**src/rtl/trace_prefetch_issuer_if.sv**
```systemverilog
// Bundle of the trace-repository, cache and retire signals of trace_prefetch_issuer.
// TRACE_PREFETCH_STATS_EN adds the issued/coalesced counter outputs.
interface trace_prefetch_issuer_if #(
    parameter int TRACKER_SLOTS   = 4,
    parameter int DATA_ADDR_WIDTH = 32,
    parameter int INDEX_WIDTH     = 16
);
    localparam int OCC_W = $clog2(TRACKER_SLOTS) + 1;

    logic                       entry_valid;
    logic [DATA_ADDR_WIDTH-1:0] entry_mem_addr;
    logic [INDEX_WIDTH-1:0]     entry_trace_index;
    logic                       entry_ready;
    logic                       req_valid;
    logic [DATA_ADDR_WIDTH-1:0] req_addr;
    logic                       req_ready;
    logic                       resp_valid;
    logic                       retire_valid;
    logic [INDEX_WIDTH-1:0]     retire_trace_index;
    logic                       retire_err;
    logic [OCC_W-1:0]           occupancy;
`ifdef TRACE_PREFETCH_STATS_EN
    logic [31:0]                issued_count;
    logic [31:0]                coalesced_count;
`endif

    modport master (
        output entry_valid, entry_mem_addr, entry_trace_index, req_ready, resp_valid,
               retire_valid, retire_trace_index,
        input  entry_ready, req_valid, req_addr, retire_err, occupancy
`ifdef TRACE_PREFETCH_STATS_EN
        , input issued_count, coalesced_count
`endif
    );

    modport slave (
        input  entry_valid, entry_mem_addr, entry_trace_index, req_ready, resp_valid,
               retire_valid, retire_trace_index,
        output entry_ready, req_valid, req_addr, retire_err, occupancy
`ifdef TRACE_PREFETCH_STATS_EN
        , output issued_count, coalesced_count
`endif
    );
endinterface

```
**src/rtl/trace_prefetch_issuer.sv**
```systemverilog
// Issues one cache prefetch per new trace address and tracks it until the processor retires it.
// Optional TRACE_PREFETCH_STATS_EN adds saturating issued/coalesced counters.
module trace_prefetch_issuer #(
    parameter int TRACKER_SLOTS   = 4,
    parameter int DATA_ADDR_WIDTH = 32,
    parameter int INDEX_WIDTH     = 16
) (
    input  logic                   clk,
    input  logic                   rst_n,
    trace_prefetch_issuer_if.slave bus
);
    localparam int SLOT_W = $clog2(TRACKER_SLOTS);
    localparam int OCC_W  = SLOT_W + 1;

    typedef enum logic [1:0] {
        MAKE_REQUEST,
        ISSUE,
        WAIT_FOR_PROCESSING,
        REQUEST_RETIRED
    } state_e;

    state_e                     state_q, state_d;
    logic [TRACKER_SLOTS-1:0]   occ_q, occ_d;
    logic [TRACKER_SLOTS-1:0]   proc_q, proc_d;
    logic [DATA_ADDR_WIDTH-1:0] addr_q [TRACKER_SLOTS];
    logic [INDEX_WIDTH-1:0]     idx_q  [TRACKER_SLOTS];
    logic [SLOT_W-1:0]          cur_q, cur_d;
    logic [DATA_ADDR_WIDTH-1:0] req_addr_q, req_addr_d;
    logic                       retire_err_q, retire_err_d;
    logic [OCC_W-1:0]           occupancy_q, occupancy_d;

    logic [TRACKER_SLOTS-1:0]   free_vec, match_vec, retire_vec;
    logic [SLOT_W-1:0]          alloc_slot, retire_slot;
    logic                       entry_ready_w, accept, alloc_en, issue_hs;

    genvar gi;
    generate
        for (gi = 0; gi < TRACKER_SLOTS; gi++) begin : g_slot
            assign free_vec[gi]   = ~occ_q[gi];
            assign match_vec[gi]  = occ_q[gi] && (addr_q[gi] == bus.entry_mem_addr);
            // Only slots whose prefetch has completed may be retired.
            assign retire_vec[gi] = occ_q[gi] && !proc_q[gi]
                                    && (idx_q[gi] == bus.retire_trace_index);
        end
    endgenerate

    // Descending scan so the lowest-numbered candidate wins.
    always_comb begin
        alloc_slot  = '0;
        retire_slot = '0;
        for (int i = TRACKER_SLOTS - 1; i >= 0; i--) begin
            if (free_vec[i])   alloc_slot  = SLOT_W'(i);
            if (retire_vec[i]) retire_slot = SLOT_W'(i);
        end
    end

    assign entry_ready_w = rst_n && (state_q == MAKE_REQUEST) && (|free_vec);
    assign accept        = entry_ready_w && bus.entry_valid;
    assign alloc_en      = accept && !(|match_vec);
    assign issue_hs      = (state_q == ISSUE) && bus.req_ready;

    always_comb begin
        state_d      = state_q;
        occ_d        = occ_q;
        proc_d       = proc_q;
        cur_d        = cur_q;
        req_addr_d   = req_addr_q;
        retire_err_d = 1'b0;
        occupancy_d  = '0;

        case (state_q)
            MAKE_REQUEST: begin
                if (alloc_en) begin
                    occ_d[alloc_slot]  = 1'b1;
                    proc_d[alloc_slot] = 1'b1;
                    cur_d              = alloc_slot;
                    req_addr_d         = bus.entry_mem_addr;
                    state_d            = ISSUE;
                end
            end
            ISSUE: begin
                if (issue_hs) state_d = WAIT_FOR_PROCESSING;
            end
            WAIT_FOR_PROCESSING: begin
                if (bus.resp_valid) begin
                    proc_d[cur_q] = 1'b0;
                    state_d       = REQUEST_RETIRED;
                end
            end
            REQUEST_RETIRED: state_d = MAKE_REQUEST;
            default:         state_d = MAKE_REQUEST;
        endcase

        // A retirable slot is never free, so it cannot collide with the allocation above.
        if (bus.retire_valid) begin
            if (|retire_vec) occ_d[retire_slot] = 1'b0;
            else             retire_err_d       = 1'b1;
        end

        for (int i = 0; i < TRACKER_SLOTS; i++) begin
            occupancy_d = occupancy_d + OCC_W'(occ_d[i]);
        end
    end

    always_ff @(posedge clk) begin
        if (!rst_n) begin
            state_q      <= MAKE_REQUEST;
            occ_q        <= '0;
            proc_q       <= '0;
            cur_q        <= '0;
            req_addr_q   <= '0;
            retire_err_q <= 1'b0;
            occupancy_q  <= '0;
        end else begin
            state_q      <= state_d;
            occ_q        <= occ_d;
            proc_q       <= proc_d;
            cur_q        <= cur_d;
            req_addr_q   <= req_addr_d;
            retire_err_q <= retire_err_d;
            occupancy_q  <= occupancy_d;
        end
    end

    // Slot payload is qualified by occ_q, so it needs no reset.
    always_ff @(posedge clk) begin
        if (alloc_en) begin
            addr_q[alloc_slot] <= bus.entry_mem_addr;
            idx_q[alloc_slot]  <= bus.entry_trace_index;
        end
    end

    assign bus.entry_ready = entry_ready_w;
    assign bus.req_valid   = (state_q == ISSUE);
    assign bus.req_addr    = req_addr_q;
    assign bus.retire_err  = retire_err_q;
    assign bus.occupancy   = occupancy_q;

`ifdef TRACE_PREFETCH_STATS_EN
    logic [31:0] issued_q, coalesced_q;
    logic        coalesce_hit;

    assign coalesce_hit = accept && (|match_vec);

    always_ff @(posedge clk) begin
        if (!rst_n) begin
            issued_q    <= '0;
            coalesced_q <= '0;
        end else begin
            if (issue_hs && (issued_q != '1))        issued_q    <= issued_q + 32'd1;
            if (coalesce_hit && (coalesced_q != '1)) coalesced_q <= coalesced_q + 32'd1;
        end
    end

    assign bus.issued_count    = issued_q;
    assign bus.coalesced_count = coalesced_q;
`endif
endmodule

```
**src/flat_wrapper.sv**
```systemverilog
// flat-port wrapper written by rule: the top's interface ports become plain ports
module trace_prefetch_issuer_flat 
#(
    parameter int TRACKER_SLOTS   = 4,
    parameter int DATA_ADDR_WIDTH = 32,
    parameter int INDEX_WIDTH     = 16
)
  (clk, rst_n, bus_entry_valid, bus_entry_mem_addr, bus_entry_trace_index, bus_req_ready, bus_resp_valid, bus_retire_valid, bus_retire_trace_index, bus_entry_ready, bus_req_valid, bus_req_addr, bus_retire_err, bus_occupancy);
  trace_prefetch_issuer_if #(.TRACKER_SLOTS(TRACKER_SLOTS), .DATA_ADDR_WIDTH(DATA_ADDR_WIDTH), .INDEX_WIDTH(INDEX_WIDTH)) bus_i ();
  input  logic clk;
  input  logic rst_n;
  input wire logic [$bits(bus_i.entry_valid)-1:0] bus_entry_valid;
  input wire logic [$bits(bus_i.entry_mem_addr)-1:0] bus_entry_mem_addr;
  input wire logic [$bits(bus_i.entry_trace_index)-1:0] bus_entry_trace_index;
  input wire logic [$bits(bus_i.req_ready)-1:0] bus_req_ready;
  input wire logic [$bits(bus_i.resp_valid)-1:0] bus_resp_valid;
  input wire logic [$bits(bus_i.retire_valid)-1:0] bus_retire_valid;
  input wire logic [$bits(bus_i.retire_trace_index)-1:0] bus_retire_trace_index;
  output wire logic [$bits(bus_i.entry_ready)-1:0] bus_entry_ready;
  output wire logic [$bits(bus_i.req_valid)-1:0] bus_req_valid;
  output wire logic [$bits(bus_i.req_addr)-1:0] bus_req_addr;
  output wire logic [$bits(bus_i.retire_err)-1:0] bus_retire_err;
  output wire logic [$bits(bus_i.occupancy)-1:0] bus_occupancy;
  assign bus_i.entry_valid = bus_entry_valid;
  assign bus_i.entry_mem_addr = bus_entry_mem_addr;
  assign bus_i.entry_trace_index = bus_entry_trace_index;
  assign bus_i.req_ready = bus_req_ready;
  assign bus_i.resp_valid = bus_resp_valid;
  assign bus_i.retire_valid = bus_retire_valid;
  assign bus_i.retire_trace_index = bus_retire_trace_index;
  assign bus_entry_ready = bus_i.entry_ready;
  assign bus_req_valid = bus_i.req_valid;
  assign bus_req_addr = bus_i.req_addr;
  assign bus_retire_err = bus_i.retire_err;
  assign bus_occupancy = bus_i.occupancy;
  trace_prefetch_issuer #(.TRACKER_SLOTS(TRACKER_SLOTS), .DATA_ADDR_WIDTH(DATA_ADDR_WIDTH), .INDEX_WIDTH(INDEX_WIDTH)) u_core (.clk(clk), .rst_n(rst_n), .bus(bus_i));
endmodule
```
**config.mk**
```make
export PLATFORM = sky130hd
export DESIGN_NAME = trace_prefetch_issuer_flat
export DESIGN_NICKNAME = d
export VERILOG_FILES = /design/src/rtl/trace_prefetch_issuer_if.sv /design/src/rtl/trace_prefetch_issuer.sv /design/src/flat_wrapper.sv
export SDC_FILE = /design/constraint.sdc
export NUM_CORES = 1
export LEC_CHECK = 0
export CORE_UTILIZATION = 30
export DETAILED_ROUTE_END_ITERATION = 10
export PLACE_DENSITY = 0.52
export SETUP_SLACK_MARGIN = 0.5
export SKIP_LAST_GASP = 1
export SLEW_MARGIN = 20
export SYNTH_ARGS = -nofsm -noshare
export SYNTH_HDL_FRONTEND = slang
export SYNTH_SLANG_ARGS = --single-unit
```
**constraint.sdc**
```tcl
create_clock -name clk -period 17.7 [get_ports clk]
set_input_delay 3.54 -clock clk [delete_from_list [all_inputs] [get_ports clk]]
set_output_delay 3.54 -clock clk [all_outputs]
set_load 0.005 [all_outputs]
```
==> run_results.csv, run 1 <==
group,metric,value,unit
outcome,status,"completed",
clock_network,cts_sinks,240,
routing,wl,22.3,mm
power,power-per-cell-area,112,nW/µm²
timing,tns,0,ns
power,power,1.40,mW
clock_network,cts_hold_buffers,0,
die,start_util,0.308,
worst_setup_path,cp_slowest_cell,"clkdlybuf4s50_1",
global_routing,grt_max_degree,49,
clock_network,cts_root_buf,"clkbuf_16",
timing,relSlewSlack,0.501,
clock_network,clkTransAtPathRegs,0.06,ns
timing,setup_violations,0,
timing,worst_slew_pin_slew,0.748,ns
worst_setup_path,cp.arrival,5.21,ns
power,power_leakage,4.26,nW
routing,ant_nets,0,
worst_setup_path,cp_cell_sequence,"clkdlybuf4s50_1 -> nand2_1 -> a41oi_1 -> clkdlybuf4s50_1",
routing,vias,5567,
timing,fin_crit,8.75,ns
timing,period_share,0.494,
routing,drc_errors,0,
layout,regArea,6730,µm²
logic_synthesis,ys_async_sr_fraction,0,
die,fp.dieW,186,µm
worst_setup_path,worstSetupEndpointType,"primary output",
power,ir_drop,0.0643,mV
logic_synthesis,ys_seq_area_frac,0.664,
layout,layout-drive-gt1-share,0.0719,
logic_synthesis,syn_area,10100,µm²
timing,whs,0.487,ns
timing,finalHoldViolations,0,
logic_synthesis,ys_seq_elements,240,
routing,dr.pass1.iters,4,
place,routabilityCongestion,0.758,
clock_network,h-tree-depth,1,
die,die_h,186,µm
worst_setup_path,crit_path_frequent_cell,"clkdlybuf4s50_1",
logic_synthesis,synth_cell_types,45,
die,io_pins,108,
layout,postLayoutCellArea,12500,µm²
routing,via_per_inst,4.41,
worst_setup_path,r2r_start,"u_core.addr_q[3][8]$_DFFE_PP_",
layout,n_antenna_cell,0,
timing,fin_skew,0.0128,ns
die,rows,66,
worst_setup_path,cp-start-kind,"input pin",
min_path,hold_end,"u_core.state_q[1]$_SDFFE_PN0P_",
place,io_buffers,107,
logic_synthesis,syn_inst,702,
place,place_area,11600,µm²
min_path,min_from,"u_core.state_q[1]$_SDFFE_PN0P_",
logic_synthesis,syn_nets,779,
die,core_area,32900,µm²
layout,multi_input_area,3160,µm²
routing,wl_per_cell,17.7,µm
global_routing,antenna_found_initial,1,
clock_network,cts_buffers,27,
timing,max_freq,114,MHz
worst_setup_path,path_max_fanout,13,
logic_synthesis,ys.flop_type,"edfxtp_1",
logic_synthesis,synth-edff-count,192,
worst_setup_path,reg2reg_depth,13,
min_path,hold_path_depth,2,
timing,drv_slew,0,
die,die_area,34500,µm²
clock_network,cts_tree,"done",
worst_setup_path,reg2reg_slack,14.18,ns
flow_run,maxCapViolations,0,
worst_setup_path,crit_path_max_incr_delay,0.74,ns
layout,fill_cells,3225,
min_path,holdCritPathClass,"flop to flop",
global_routing,gr-total-overflow,0,
timing,rsz0062_at_grt,"false",
global_routing,grt_pass1_vias,5561,
layout,syn_to_final_growth,22.9,%
worst_setup_path,critical_path_class,"input pin to primary output",
layout,nets,879,
clock_network,clock_path_buffers,3,
global_routing,grt_pass1_wl,34.4,mm
global_routing,grt_use_total,0.133,
clock_network,cts-resized-gates,0,
worst_setup_path,timing.rr.end,"u_core.bus.occupancy[1]$_SDFF_PN0_",
routing,drtIter0Drc,264,
place,dpl.hpwl,15.0,mm
clock_network,clock_latency,0.53,ns
layout,utilization,0.379,
logic_synthesis,ys_warn_count,0,
clock_network,post-cts-setup-buffer-count,0,
worst_setup_path,worst_ep_required_time,14.16,ns
logic_synthesis,syn_area_per_cell,14.4,µm²
power breakdown:
| part | internal [mW] | switching (mW) | leakage, nW | total, mW |
|---|---|---|---|---|
| logic | 0.0899 | 0.107 | 1.71 | 0.197 |
| clock network | 0.318 | 0.217 | 0.420 | 0.535 |
| registers | 0.647 | 0.0152 | 2.13 | 0.663 |
| total | 1.06 | 0.340 | 4.26 | 1.40 |
state kept, by name, summed over array words and instances, names as in the netlist, 2 cells and up:
register	flops
u_core.state_q	2
u_core.addr_q	128
u_core.cur_q	2
u_core.idx_q	64
u_core.occ_q	4
u_core.bus.req_addr	32
u_core.bus.occupancy	3
u_core.proc_q	4
worst max-delay path by stage:
stage	start	to	slack (ns)	cells past startpoint
floorplan	bus_entry_mem_addr[31]	u_core.addr_q[1][0]$_DFFE_PP_	9.30	8
global placement	rst_n	bus_entry_ready	9.00	4
detailed placement	rst_n	bus_entry_ready	8.97	4
CTS	rst_n	bus_entry_ready	8.95	4
global route	rst_n	bus_entry_ready	8.88	4
finish	rst_n	bus_entry_ready	8.95	4
cell usage after synthesis (3+ instances only):
cell type,instances,area [µm²]
o221a_2,3,33.8
clkbuf_1,5,18.8
buf_2,33,165
nand4_1,23,144
ha_1,6,75.1
xnor2_1,82,718
dfxtp_1,48,961
nand2_1,15,56.3
a21oi_1,6,30.0
nor2_1,42,158
edfxtp_1,192,5770
nor4_1,27,169
mux2i_1,34,340
nand3_1,10,50.1
nor3_1,9,45.0
xor2_1,109,955
o21a_1,3,22.5
o21ai_0,3,15.0
buf_6,3,33.8
inv_1,10,37.5
nand2b_1,7,43.8
and2_1,4,25.0
critical path, delay by kind of cell:
| family | cells | cell delay [ns] |
|---|---|---|
| buffers and inverters | 2 | 1.30 |
| AOI/OAI and AO/OA | 1 | 0.27 |
| and+or+nand+nor | 1 | 0.10 |
layout by cell type, fill, tap and decap left out, types with 2 or more instances in the layout:
master	n
or2_2	2
a211oi_1	2
buf_4	7
o21ai_0	3
inv_1	10
nand4_1	23
nor2_4	2
nor3_1	8
clkbuf_1	5
nand2b_1	7
ha_1	6
clkinv_1	4
and2_1	4
nand2_1	15
clkinv_2	5
nand3_1	10
clkbuf_16	28
o211a_1	2
clkdlybuf4s50_1	107
or3_1	2
dfxtp_1	48
nor4b_1	2
xnor2_1	82
xor2_1	109
o221a_2	3
o21a_1	3
a21oi_1	5
nor2_1	40
nor4_1	27
clkbuf_8	4
mux2i_1	34
edfxtp_1	192
per-stage QoR:
| step | worst slack [ns] | std cells |
|---|---|---|
| floorplan | 9.30 | 702 |
| global placement | 9.00 | 1215 |
| detailed placement | 8.97 | 1215 |
| CTS | 8.95 | 1263 |
| global route | 8.88 | 1263 |
| finish | 8.95 | 1263 |
cell type report:
cell class | instances | share of cell area
flip-flops and latches | 240 | 0.540
clock buffers | 37 | 0.0622
repair buffers | 114 | 0.0902
multi-input cells | 409 | 0.254
clock inverters | 11 | 0.00623
well taps | 442 | 0.0444
inverters | 10 | 0.00301
layer usage:
layer  track usage  wire [µm]
met4        0.0354        463
met5             0          0
met2         0.207      10100
met3        0.0205        754
met1         0.192      11000
kinds of logic after synthesis:
family,count (synthesis),share of synthesized area
flip-flops,240,0.664
XOR/XNOR,191,0.165
AND/OR/NAND/NOR,147,0.0769
buffers and inverters,53,0.0275
multiplexers,34,0.0336
AO/OA/AOI/OAI,30,0.0238
adder cells (fa/ha/maj),7,0.00938
Power figures use the tool's default switching activity.
==> run 2: changes to the inputs <==
Settings changed: PLACE_DENSITY 0.52 to 0.53.
Clock period 17.7 ns to 7.1 ns, I/O delays scaled along.
==> run_results.csv, run 2 (synthesis gave the netlist of run 1 again) <==
group,metric,value,unit
clock_network,cts_root_buf,"clkbuf_16",
routing,vias,5590,
global_routing,gr-total-overflow,0,
clock_network,cts_tree,"done",
die,fp.dieW,186,µm
global_routing,grt_max_degree,49,
outcome,status,"completed",
clock_network,cts-resized-gates,0,
power,power_frac_seq,0.460,
clock_network,clock_latency,0.55,ns
clock_network,h-tree-depth,1,
worst_setup_path,cp_top_family,"simple AND/OR/NAND/NOR gates",
place,place_area,11600,µm²
layout,layout-drive-gt1-share,0.0788,
power,power_leakage,4.32,nW
clock_network,cts_sinks,240,
timing,fin_crit,4.97,ns
timing,max_freq,201,MHz
layout,syn_to_final_growth,23.8,%
worst_setup_path,crit_path_max_incr_delay,0.84,ns
routing,m1WireLength,11.4,mm
timing,finalHoldViolations,0,
routing,ant_nets,0,
timing,tns,0,ns
routing,drtIter0Drc,261,
power,p_comb_frac,0.138,
die,core_area,32900,µm²
die,die_area,34500,µm²
global_routing,antenna_found_initial,0,
flow_run,maxCapViolations,0,
clock_network,clock_path_buffers,3,
routing,via_per_inst,4.41,
clock_network,cts_buffers,28,
place,routabilityCongestion,0.735,
power,p_clk_frac,0.402,
worst_setup_path,cp.arrival,5.39,ns
clock_network,post-cts-setup-buffer-count,0,
timing,period_share,0.700,
layout,postLayoutCellArea,12600,µm²
timing,setup_violations,0,
clock_network,clkTransAtPathRegs,0.06,ns
timing,rsz0062_at_grt,"false",
routing,drc_errors,0,
timing,worst_slew_pin_slew,0.959,ns
global_routing,grt_use_total,0.132,
worst_setup_path,path_max_fanout,10,
die,die_h,186,µm
layout,final_common_cell,"edfxtp_1",
routing,wl,22.7,mm
worst_setup_path,cp_slowest_cell,"nor4_1",
worst_setup_path,worst_ep_required_time,7.51,ns
die,io_pins,108,
timing,relSlewSlack,0.354,
worst_setup_path,cp_cell_sequence,"clkdlybuf4s50_1 -> xor2_1 -> nor4_1 -> nand4_1 -> or3_4 -> nand4_4 -> nor2_1 -> o21a_1 -> ha_1 -> inv_1 -> fa_1 -> inv_1 -> ha_1 -> and2_1",
routing,dr.pass1.iters,5,
min_path,holdCritPathClass,"flop to flop",
clock_network,cts_hold_buffers,0,
place,dpl.hpwl,15.4,mm
die,rows,66,
layout,fill_cells,3160,
power,p_switching,0.881,mW
die,start_util,0.308,
power,switching_share,0.245,
power,intPower,2.72,mW
worst_setup_path,critical_path_class,"input pin to flop",
global_routing,grt_pass1_vias,5582,
power,power-per-cell-area,287,nW/µm²
worst_setup_path,cp-start-kind,"input pin",
layout,regMostFlops,"u_core.addr_q",
layout,nets,880,
routing,wl_met2,9.96,mm
routing,dr_wl_met3,975,µm
power,power,3.60,mW
power,ir_drop,0.205,mV
routing,highest_layer,"met4",
layout,n_antenna_cell,0,
layout,most-common-layout-cells,"edfxtp_1, xor2_1, clkdlybuf4s50_1, xnor2_1, dfxtp_1",
worst_setup_path,worstSetupEndpointType,"flop",
layout,largest_register_ffs,128,
worst_setup_path,worst-path-buf-inv,3,
routing,wl_per_cell,17.9,µm
timing,drv_slew,0,
place,io_buffers,107,
timing,fin_skew,0.0250,ns
global_routing,grt_pass1_wl,34.2,mm
==> run 2: final timing paths <==
kind / slack (ns) / cells after the start / end / start
max reg2reg: 3.35 / 13 / u_core.bus.occupancy[1]$_SDFF_PN0_ / u_core.addr_q[3][8]$_DFFE_PP_
min reg2reg: 0.49 / 2 / u_core.state_q[1]$_SDFFE_PN0P_ / u_core.state_q[1]$_SDFFE_PN0P_
min: 0.49 / 2 / u_core.state_q[1]$_SDFFE_PN0P_ / u_core.state_q[1]$_SDFFE_PN0P_
max: 2.13 / 14 / u_core.bus.occupancy[1]$_SDFF_PN0_ / bus_entry_mem_addr[8]
==> run 2: stage by stage <==
stage                     setup slack [ns]  utilization  hold WS [ns]  instances
final                                 2.13        0.382         0.489       1267
after global routing                  2.02        0.382         0.521       1267
after CTS                             2.17        0.382         0.488       1267
after detailed placement              1.64        0.353         0.472       1215
after global placement                1.66        0.353         0.461       1215
after floorplan                      0.821            -         0.450        702
==> run 2: tightest hold or removal path: cells and delay by family, from the launching register on <==
kind | cells | cell delay (ns)
and+or+nand+nor | 1 | 0.06
muxes | 1 | 0.06
DFF | 1 | 0.32
==> run 2: cell type report <==
| class | instances | area (µm²) | share of cell area |
|---|---|---|---|
| clock buffer | 37 | 816 | 0.0650 |
| timing repair buffer | 114 | 1120 | 0.0895 |
| multi-input combinational | 409 | 3160 | 0.252 |
| tap | 442 | 553 | 0.0441 |
| clock inverter | 15 | 134 | 0.0107 |
| inverter | 10 | 37.5 | 0.00299 |
| sequential | 240 | 6730 | 0.536 |
==> run 2: routing by layer <==
layer / GRT usage / vias to the layer above
li1: - / 2709
met1: 0.196 / 2736
met2: 0.201 / 117
met3: 0.0221 / 28
met4: 0.0295 / 0
met5: 0 / -
==> run 2: power groups by stage <==
stage | Sequential (mW) | Clock, mW | Combinational, mW
after detailed placement | 1.68 | 0 | 0.504
final | 1.65 | 1.45 | 0.496
after global routing | 1.66 | 1.55 | 0.550
after CTS | 1.65 | 1.49 | 0.507
after global placement | 1.68 | 0 | 0.501
after floorplan | 1.68 | 0 | 0.302
==> run 3: changes to the inputs <==
Settings changed: PLACE_DENSITY 0.53 to 0.52.
Clock period 7.1 ns to 4.9 ns, I/O delays scaled along.
==> run_results.csv, run 3 (synthesis gave the netlist of run 1 again) <==
group,metric,value,unit
layout,layout-drive-gt1-share,0.0994,
clock_network,cts_sinks,240,
die,start_util,0.308,
worst_setup_path,crit_path_max_incr_delay,0.65,ns
power,power_frac_seq,0.472,
worst_setup_path,startpoint,"bus_entry_mem_addr[6]",
worst_setup_path,worst_ep_required_time,5.32,ns
clock_network,cts_buffers,27,
timing,max_freq,244,MHz
layout,syn_to_final_growth,24.9,%
timing,relSlewSlack,0.552,
power,power-per-cell-area,401,nW/µm²
global_routing,gr-total-overflow,0,
global_routing,antenna_found_initial,0,
routing,via_per_inst,4.38,
clock_network,cts-resized-gates,0,
routing,drc_errors,0,
worst_setup_path,critical_path_class,"input pin to flop",
routing,wl_per_cell,17.9,µm
layout,fill_cells,3178,
power,switching_share,0.249,
clock_network,cts_tree,"done",
global_routing,grt_use_total,0.138,
outcome,status,"completed",
timing,drv_slew,0,
place,dpl.hpwl,16.0,mm
power,intPower,3.81,mW
routing,vias,5640,
layout,largest_register_ffs,128,
worst_setup_path,worstSetupEndpointType,"flop",
global_routing,grt_pass1_wl,35.5,mm
die,fp.dieW,186,µm
worst_setup_path,cp_cell_sequence,"clkdlybuf4s50_1 -> xor2_1 -> nor4_1 -> nand3_1 -> or3_4 -> nand4_4 -> nor2_1 -> o21a_1 -> ha_1 -> inv_1 -> fa_1 -> inv_1 -> ha_1 -> and2_1",
timing,whs,0.492,ns
global_routing,grt_pass1_vias,5688,
place,place_area,11800,µm²
power,p_switching,1.26,mW
power,power_leakage,4.38,nW
worst_setup_path,cp-start-kind,"input pin",
die,die_h,186,µm
routing,ant_nets,0,
die,io_pins,108,
timing,finalHoldViolations,0,
clock_network,h-tree-depth,1,
die,core_area,32900,µm²
place,io_buffers,107,
timing,period_share,0.836,
layout,most-common-layout-cells,"edfxtp_1, xor2_1, clkdlybuf4s50_1, xnor2_1, dfxtp_1",
flow_run,maxCapViolations,0,
min_path,min_from,"u_core.state_q[1]$_SDFFE_PN0P_",
worst_setup_path,cp.arrival,4.52,ns
routing,dr.pass1.iters,4,
routing,wl,23.0,mm
layout,nets,903,
clock_network,clkTransAtPathRegs,0.06,ns
layout,final_common_cell,"edfxtp_1",
layout,regMostFlops,"u_core.addr_q",
min_path,holdCritPathClass,"flop to flop",
timing,fin_crit,4.10,ns
layout,utilization,0.385,
power,p_clk_frac,0.381,
routing,drtIter0Drc,299,
global_routing,grt_max_degree,41,
worst_setup_path,r2r_start,"u_core.state_q[0]$_SDFFE_PN0P_",
clock_network,clock_latency,0.54,ns
layout,n_antenna_cell,0,
worst_setup_path,cp_slowest_cell,"clkdlybuf4s50_1",
power,power,5.07,mW
timing,fin_skew,0.0195,ns
clock_network,post-cts-setup-buffer-count,0,
timing,rsz0062_at_grt,"false",
die,rows,66,
place,routabilityCongestion,0.736,
layout,postLayoutCellArea,12700,µm²
clock_network,clock_path_buffers,3,
clock_network,cts_hold_buffers,0,
timing,tns,0,ns
clock_network,cts_root_buf,"clkbuf_16",
timing,worst_slew_pin_slew,0.670,ns
die,die_area,34500,µm²
power,p_comb_frac,0.147,
timing,setup_violations,0,
worst_setup_path,path_max_fanout,9,
power,ir_drop,0.226,mV
-- run 3: cell types whose count changed in the layout (fill, tap and decap cells not counted), moves of 2 or more --
cell | before | now
buf_4 | 7 | 28
buf_12 | 0 | 3
clkbuf_1 | 2 | 5
clkinv_1 | 5 | 3
clkinv_2 | 6 | 8
clkbuf_16 | 29 | 27
clkbuf_8 | 6 | 1
-- run 3: path summary, 6_finish.rpt --
kind / endpoint / slack [ns] / cells past startpoint
worst max-delay path: u_core.bus.occupancy[1]$_SDFF_PN0_ / 0.80 / 14
worst max register to register: u_core.idx_q[2][11]$_DFFE_PP_ / 1.43 / 11
worst min register to register: u_core.state_q[1]$_SDFFE_PN0P_ / 0.49 / 2
worst min-delay path: u_core.state_q[1]$_SDFFE_PN0P_ / 0.49 / 2
-- run 3: worst max-delay path: cells and delay by family --
family / cells / cell delay, ns
XOR/XNOR: 1 / 0.26
buffers and inverters: 3 / 0.76
AO/OA/AOI/OAI: 1 / 0.18
AND/OR/NAND/NOR: 6 / 1.44
adder cells (fa/ha/maj): 3 / 0.89
-- run 3: metrics by stage --
step                      worst slack (ns)  instances
final                                0.801       1287
after global placement               0.205       1239
after floorplan                      0.546        702
after detailed placement             0.206       1239
after global routing                 0.598       1287
after CTS                            0.757       1287
-- run 3: area by class of cell --
class                      count  area, µm²  area share
sequential                   240       6730       0.531
multi-input combinational    409       3170       0.250
tap                          442        553      0.0437
clock inverter                15        128      0.0101
inverter                      10       37.5     0.00296
clock buffer                  33        708      0.0559
timing repair buffer         138       1340       0.106
-- run 3: routing by layer --
layer,global-route usage,vias up,wire (µm),share of wire
li1,-,2762,-,-
met1,0.197,2750,11200,0.49
met2,0.219,101,10600,0.46
met3,0.0215,27,907,0.039
met4,0.0344,0,361,0.016
met5,0,-,0,0
-- run 3: power by group through the flow --
stage,Sequential (mW),Clock (mW),Combinational (mW)
2_1_floorplan,2.43,0,0.440
3_3_place_gp,2.44,0,0.759
3_5_place_dp,2.44,0,0.758
4_1_cts,2.40,1.99,0.763
5_1_grt,2.41,2.07,0.828
6_report,2.40,1.93,0.744
